===== src/rtl/pwm_ramp_ctrl.sv =====
// Command-driven duty sequencer: ramps pwm_par toward a target, holds there, then pulses done.
// One duty step per STEP_CYCLES clocks; commands are accepted only in IDLE without abort (cmd_ready), never queued.
module pwm_ramp_ctrl #(
    parameter int DUTY_MAX    = 100,
    parameter int STEP_CYCLES = 10
) (
    input  logic        sclk,
    input  logic        rst,
    input  logic        cmd_valid,
    output logic        cmd_ready,
    input  logic [6:0]  cmd_target,
    input  logic [6:0]  cmd_step,
    input  logic [15:0] cmd_hold,
    input  logic        abort,
    output logic [31:0] pwm_par,
    output logic        busy,
    output logic        done
);

    localparam int TW = (STEP_CYCLES > 1) ? $clog2(STEP_CYCLES) : 1;
    localparam logic [6:0]    DMAX     = 7'(DUTY_MAX);
    localparam logic [TW-1:0] TICK_END = TW'(STEP_CYCLES - 1);

    typedef enum logic [1:0] {IDLE, RAMP, HOLD} state_t;

    state_t        state, state_nxt;
    logic [6:0]    duty, duty_nxt;
    logic [6:0]    tgt, tgt_nxt;
    logic [6:0]    step, step_nxt;
    logic [15:0]   hold, hold_nxt;
    logic [TW-1:0] tick_cnt, tick_nxt;
    logic [15:0]   hold_cnt, hold_cnt_nxt;
    logic          done_nxt;
    logic          busy_nxt;

    logic          tick_end;
    logic [7:0]    up_sum;
    logic [7:0]    down_lim;
    logic [6:0]    step_val;
    logic [15:0]   hold_inc;

    assign cmd_ready = (state == IDLE) && !abort;
    assign pwm_par   = {25'b0, duty};
    assign tick_end  = (tick_cnt == TICK_END);
    assign hold_inc  = hold_cnt + 16'd1;

    // Both directions computed in 8 bits so the step saturates at tgt instead of wrapping.
    assign up_sum   = {1'b0, duty} + {1'b0, step};
    assign down_lim = {1'b0, tgt} + {1'b0, step};
    always_comb begin
        step_val = tgt;
        if (tgt > duty) begin
            step_val = (up_sum >= {1'b0, tgt}) ? tgt : up_sum[6:0];
        end else begin
            step_val = ({1'b0, duty} <= down_lim) ? tgt : (duty - step);
        end
    end

    always_comb begin
        state_nxt    = state;
        duty_nxt     = duty;
        tgt_nxt      = tgt;
        step_nxt     = step;
        hold_nxt     = hold;
        tick_nxt     = tick_cnt;
        hold_cnt_nxt = hold_cnt;
        done_nxt     = 1'b0;

        if (abort) begin
            state_nxt    = IDLE;
            duty_nxt     = 7'd0;
            tick_nxt     = '0;
            hold_cnt_nxt = 16'd0;
        end else begin
            case (state)
                IDLE: begin
                    if (cmd_valid) begin
                        tgt_nxt      = (cmd_target > DMAX) ? DMAX : cmd_target;
                        step_nxt     = (cmd_step == 7'd0) ? 7'd1 : cmd_step;
                        hold_nxt     = cmd_hold;
                        tick_nxt     = '0;
                        hold_cnt_nxt = 16'd0;
                        state_nxt    = (tgt_nxt != duty) ? RAMP : HOLD;
                    end
                end
                RAMP: begin
                    tick_nxt = tick_end ? '0 : tick_cnt + 1'b1;
                    if (tick_end) begin
                        duty_nxt = step_val;
                        if (step_val == tgt) begin
                            state_nxt    = HOLD;
                            hold_cnt_nxt = 16'd0;
                        end
                    end
                end
                HOLD: begin
                    if (hold == 16'd0) begin
                        state_nxt = IDLE;
                        done_nxt  = 1'b1;
                    end else begin
                        tick_nxt = tick_end ? '0 : tick_cnt + 1'b1;
                        if (tick_end) begin
                            hold_cnt_nxt = hold_inc;
                            if (hold_inc == hold) begin
                                state_nxt = IDLE;
                                done_nxt  = 1'b1;
                            end
                        end
                    end
                end
                default: begin
                    state_nxt = IDLE;
                end
            endcase
        end
        busy_nxt = (state_nxt != IDLE);
    end

    always_ff @(posedge sclk or posedge rst) begin
        if (rst) begin
            state    <= IDLE;
            duty     <= 7'd0;
            tgt      <= 7'd0;
            step     <= 7'd1;
            hold     <= 16'd0;
            tick_cnt <= '0;
            hold_cnt <= 16'd0;
            done     <= 1'b0;
            busy     <= 1'b0;
        end else begin
            state    <= state_nxt;
            duty     <= duty_nxt;
            tgt      <= tgt_nxt;
            step     <= step_nxt;
            hold     <= hold_nxt;
            tick_cnt <= tick_nxt;
            hold_cnt <= hold_cnt_nxt;
            done     <= done_nxt;
            busy     <= busy_nxt;
        end
    end

endmodule


===== config.mk =====
export PLATFORM = sky130hd
export DESIGN_NAME = pwm_ramp_ctrl
export DESIGN_NICKNAME = d
export VERILOG_FILES = /design/src/rtl/pwm_ramp_ctrl.sv
export SDC_FILE = /design/constraint.sdc
export NUM_CORES = 1
export LEC_CHECK = 0
export BUFFER_PORTS_ARGS = -buffer_cell sky130_fd_sc_hd__buf_2
export CELL_PAD_IN_SITES_DETAIL_PLACEMENT = 1
export CELL_PAD_IN_SITES_GLOBAL_PLACEMENT = 1
export CORE_AREA = 2 2 152 95
export DETAILED_ROUTE_END_ITERATION = 6
export DIE_AREA = 0 0 154 97
export GPL_ROUTABILITY_DRIVEN = 0
export PLACE_DENSITY_LB_ADDON = 0.1
export SLEW_MARGIN = 20
export SYNTH_ARGS = -nofsm -noshare
export SYNTH_HDL_FRONTEND = slang
export SYNTH_SLANG_ARGS = --single-unit

===== constraint.sdc =====
create_clock -name sclk -period 4.3 [get_ports sclk]
set_clock_uncertainty 0.15 [all_clocks]
set_input_delay 0.43 -clock sclk [delete_from_list [all_inputs] [get_ports sclk]]
set_output_delay 0.43 -clock sclk [all_outputs]
set_load 0.03 [all_outputs]

==> out/results.txt <==
The flow ran to the end, and the final reports show no timing, DRC or antenna violations. The synthesized design contains 61 register bits. The H-tree depth is 3. The sum of internal, switching and leakage power is 0.00256 W. The number of endpoints with negative hold slack in the final report is 0, and the clock-pin transition on the worst setup and hold timing paths is 0.07 ns.

The top cell type's share of synthesized area was 0.276. The tools report the first-pass detailed-route iteration total as 5. After detailed routing, the total wire length is 18.6 mm. In this run, the number of DRC markers left after iteration 0 of detailed routing was 375. In the final routed layout, each cell accounts on average for 21.0 um. Overall track demand over capacity in global routing: 0.249. The effective utilization at floorplan came out at 0.406. The power density over the cells is 394 nW/um^2.

A synthesized cell averages 8.62 sq um. Primary flip-flop cell chosen by synthesis mapping: dfrtp_1. The number of distinct standard cells referenced by the synthesized netlist came out at 68. The run gives 0 as the number of antenna violations at the first check in global routing.

The repair_antennas step left the layout with diodes totalling 0. The first global-routing pass estimated 28.8 mm of wire. Traced cell by cell, the critical path runs through ha_4 > fa_2 > nand2b_1 > a21oi_2 > a21oi_2 > nor2_1 > nor2_1 > xnor2_1 > ha_1 > a32oi_1 > o2111ai_1 > or4_4 > a41oi_4 > o31ai_4 > buf_4 > a41o_1 > a22oi_1 > nor2_1. The aggregate global routing overflow came out at 0.

Counting the fill cells in the layout gives 1604. The CTS buffer count is 9. The die covers 14900 sq um. Setup violations remaining at the end of the flow were counted as 0. For the proportion of synthesized chip area in sequential cells, the log shows 0.281.

The number of clock sinks is 61. The class of the tightest hold or removal check was in -> async. The count of cells in the finished layout, fillers not included, comes to 885. Summing all multi-input logic gate instances after layout gives 3670 sq um.

The critical path's slowest cell was dfstp_2. The cell area after synthesis is 5440 sq um. The run gives 0 as the count of hold-fix buffers inserted at cts.

The tools report the number of warnings issued by yosys as 0. Type of the setup path with the least slack: reg -> reg. For the estimated wirelength of the detail-placed design, the log shows 14.5 mm. For this run, the slowest stage of the critical path takes 0.58 ns. The data arrival time at the worst-slack endpoint was 4.20 ns. At the worst endpoint, the required time is 4.33 ns.

For the reported leakage power, the log shows 2.81 nW. The count of max-cap constraint violations is 0, and the number of buffer and inverter stages on the critical path is 1. During placement, the flow inserted port buffers numbering 43. Adding up every negative setup slack in the final design gives 0 ns. The worst setup path is captured at a flop.

At the pin with the least slew margin, the transition time is 1.06 ns. The share of the clock period used by the worst path is 0.968, and the pin count of the biggest net entering global routing is 34. Setup slack after layout: 0.137 ns.

Die height: 97 um. The kind of start point of the critical path is a flop. Clock latency on the worst-skew pair, taken at its later pin, is 0.34 ns.

The initialized floorplan defines 33 standard-cell rows. The async set or reset register ratio after synthesis is 1.00, and the number of top-level pins is 69. The final critical-path required period was 4.16 ns; the post-synthesis instance total was 631. The total count of max-transition violations in the final report is 0.

Of all nets on the critical path, the largest fanout is 4. The routed via count divided by cell count was 5.80; the peak supply drop was 0.000209 V. Yosys mapped a number of flops with a built-in enable equal to 0.

The gate family responsible for the most delay along the worst path is compound AO/OA/AOI/OAI gates. Across the whole layout, storage elements account for 1540 sq um. Counting tap cells, the placed design contains a total of 859 instances. The max-slew headroom at the worst pin is 0.290, and the number of nets with antenna violations after routing is 0. TritonCTS built the clock tree.

Among the stages of the critical path, the cell type that occurs most often is nor2_1. The tools report the via count of the first global-routing pass as 5035. The share of final-layout standard cells stronger than drive strength 1 was 0.241.

The die outline width came out at 154 um. The floorplan step defined a core boundary enclosing 13400 sq um. The logs give 790 for the net count reported at finish and 2 for the number of buffers on the longest clock path.

Relative to the synthesized area, the layout overhead comes to 19.3%. The most area-hungry cell type in the Yosys netlist was dfrtp_1. Via count of the routed design: 5136.

In the routed design, unresolved DRC markers number 0. Derived from the worst setup path, the maximum achievable clock frequency is 240 MHz. The root cell of the clock tree was clkbuf_16. The run gives -0.171 ns as the post-place setup slack. By area the synthesized netlist is led by dfrtp_1, ha_1, xnor2_1.
-- power by group --
part / switching [W] / internal (W)
Combinational: 0.000572 / 0.000427
Sequential: 0.000103 / 0.000636
Clock: 0.000292 / 0.000527
Total: 0.000967 / 0.00159
-- cell usage in the layout (no fill, tap or decap), drive strengths merged, types with 5 or more instances in the layout --
| master | instances |
|---|---|
| nand2b | 9 |
| ha | 48 |
| a21oi | 46 |
| o21ai | 26 |
| a211o | 7 |
| o211ai | 8 |
| o22ai | 7 |
| nor3 | 18 |
| and2 | 7 |
| a21o | 5 |
| o41ai | 5 |
| xnor2 | 32 |
| mux2 | 24 |
| o32ai | 5 |
| conb | 25 |
| nand3 | 20 |
| xor2 | 15 |
| nor2b | 8 |
| buf | 88 |
| dfrtp | 60 |
| nor2 | 56 |
| nand4 | 17 |
| clkbuf | 10 |
| inv | 49 |
| a2111oi | 5 |
| a211oi | 5 |
| nand2 | 35 |
| nor4 | 9 |
-- kinds of logic after synthesis --
| family | count (synthesis) | share of synthesized area |
|---|---|---|
| adders and majority gates | 51 | 0.121 |
| DFF | 61 | 0.281 |
| other | 1 | 0.000689 |
| buffers and inverters | 97 | 0.0878 |
| and+or+nand+nor | 199 | 0.185 |
| xor gates and xnor gates | 47 | 0.0757 |
| AOI/OAI and AO/OA | 150 | 0.198 |
| muxes | 25 | 0.0515 |
-- state kept, by name (all words and copies together) (netlist names) --
name	count
tick_cnt	4
duty	7
state	2
hold_cnt	16
step	7
busy	1
tgt	7
hold	16
done	1
-- per-layer routing --
layer	up-vias	share of wire	global-route usage	routed length, um
li1	2387	-	-	-
met1	2528	0.52	0.401	9650
met5	-	0	0	0
met4	0	0.010	0.0474	186
met3	19	0.078	0.0435	1450
met2	202	0.39	0.343	7340
-- area by class of cell --
type	count	area share
Clock buffer	10	0.0368
Clock inverter	6	0.0145
Inverter	48	0.0278
Multi-Input combinational cell	497	0.565
Sequential cell	61	0.237
Tap cell	175	0.0337
Timing Repair Buffer	88	0.0852
-- synthesized netlist by cell type, types with 9 or more instances --
library cell  number
dfrtp_1           60
nand2b_1           9
nand4_1           17
nand3_1           19
nor3_1            18
xor2_1            15
inv_1             47
xnor2_1           32
nor2_1            56
buf_4             27
nand2_1           35
clkbuf_1          17
a21oi_1           46
ha_1              48
mux2_2            24
o21ai_0           22
nor4_1             9
-- through the flow --
step	hold slack [ns]	area, sq um	utilization
3_3_place_gp	0.352	5950	0.443
5_1_grt	0.108	6490	0.484
4_1_cts	0.0698	6360	0.474
2_1_floorplan	0.330	5550	-
3_5_place_dp	0.381	5950	0.443
6_report	0.0530	6490	0.484
-- worst reg2reg max path, cell delays in order (launching register included) --
cell       delay (ns)
dfstp_2          0.58
ha_4             0.16
fa_2             0.22
nand2b_1         0.08
a21oi_2          0.23
a21oi_2          0.11
nor2_1           0.10
nor2_1           0.06
xnor2_1          0.20
ha_1             0.31
a32oi_1          0.19
o2111ai_1        0.17
or4_4            0.49
a41oi_4          0.25
o31ai_4          0.13
buf_4            0.17
a41o_1           0.23
a22oi_1          0.14
nor2_1           0.06
-- final timing paths --
kind,startpoint,to,slack (ns),cells past startpoint
min in group sclk,cmd_hold[15],hold[15],0.17,2
worst max-delay path,step[0],hold_cnt[1],0.14,18
worst min register to register,tick_cnt[1],tick_cnt[1],0.41,2
max in group asynchronous,rst,duty[6],3.05,3
worst max register to register,step[0],hold_cnt[1],0.14,18
worst min-delay path,rst,hold[15],0.05,2
-- timing repair --
action                                  in CTS  in global routing
buffers inserted                             3                  7
resized for setup                            9                 17
pin swaps                                    3                 11
endpoints found under the setup margin      16                 25
Note: power is estimated with default switching activity, not from simulation.
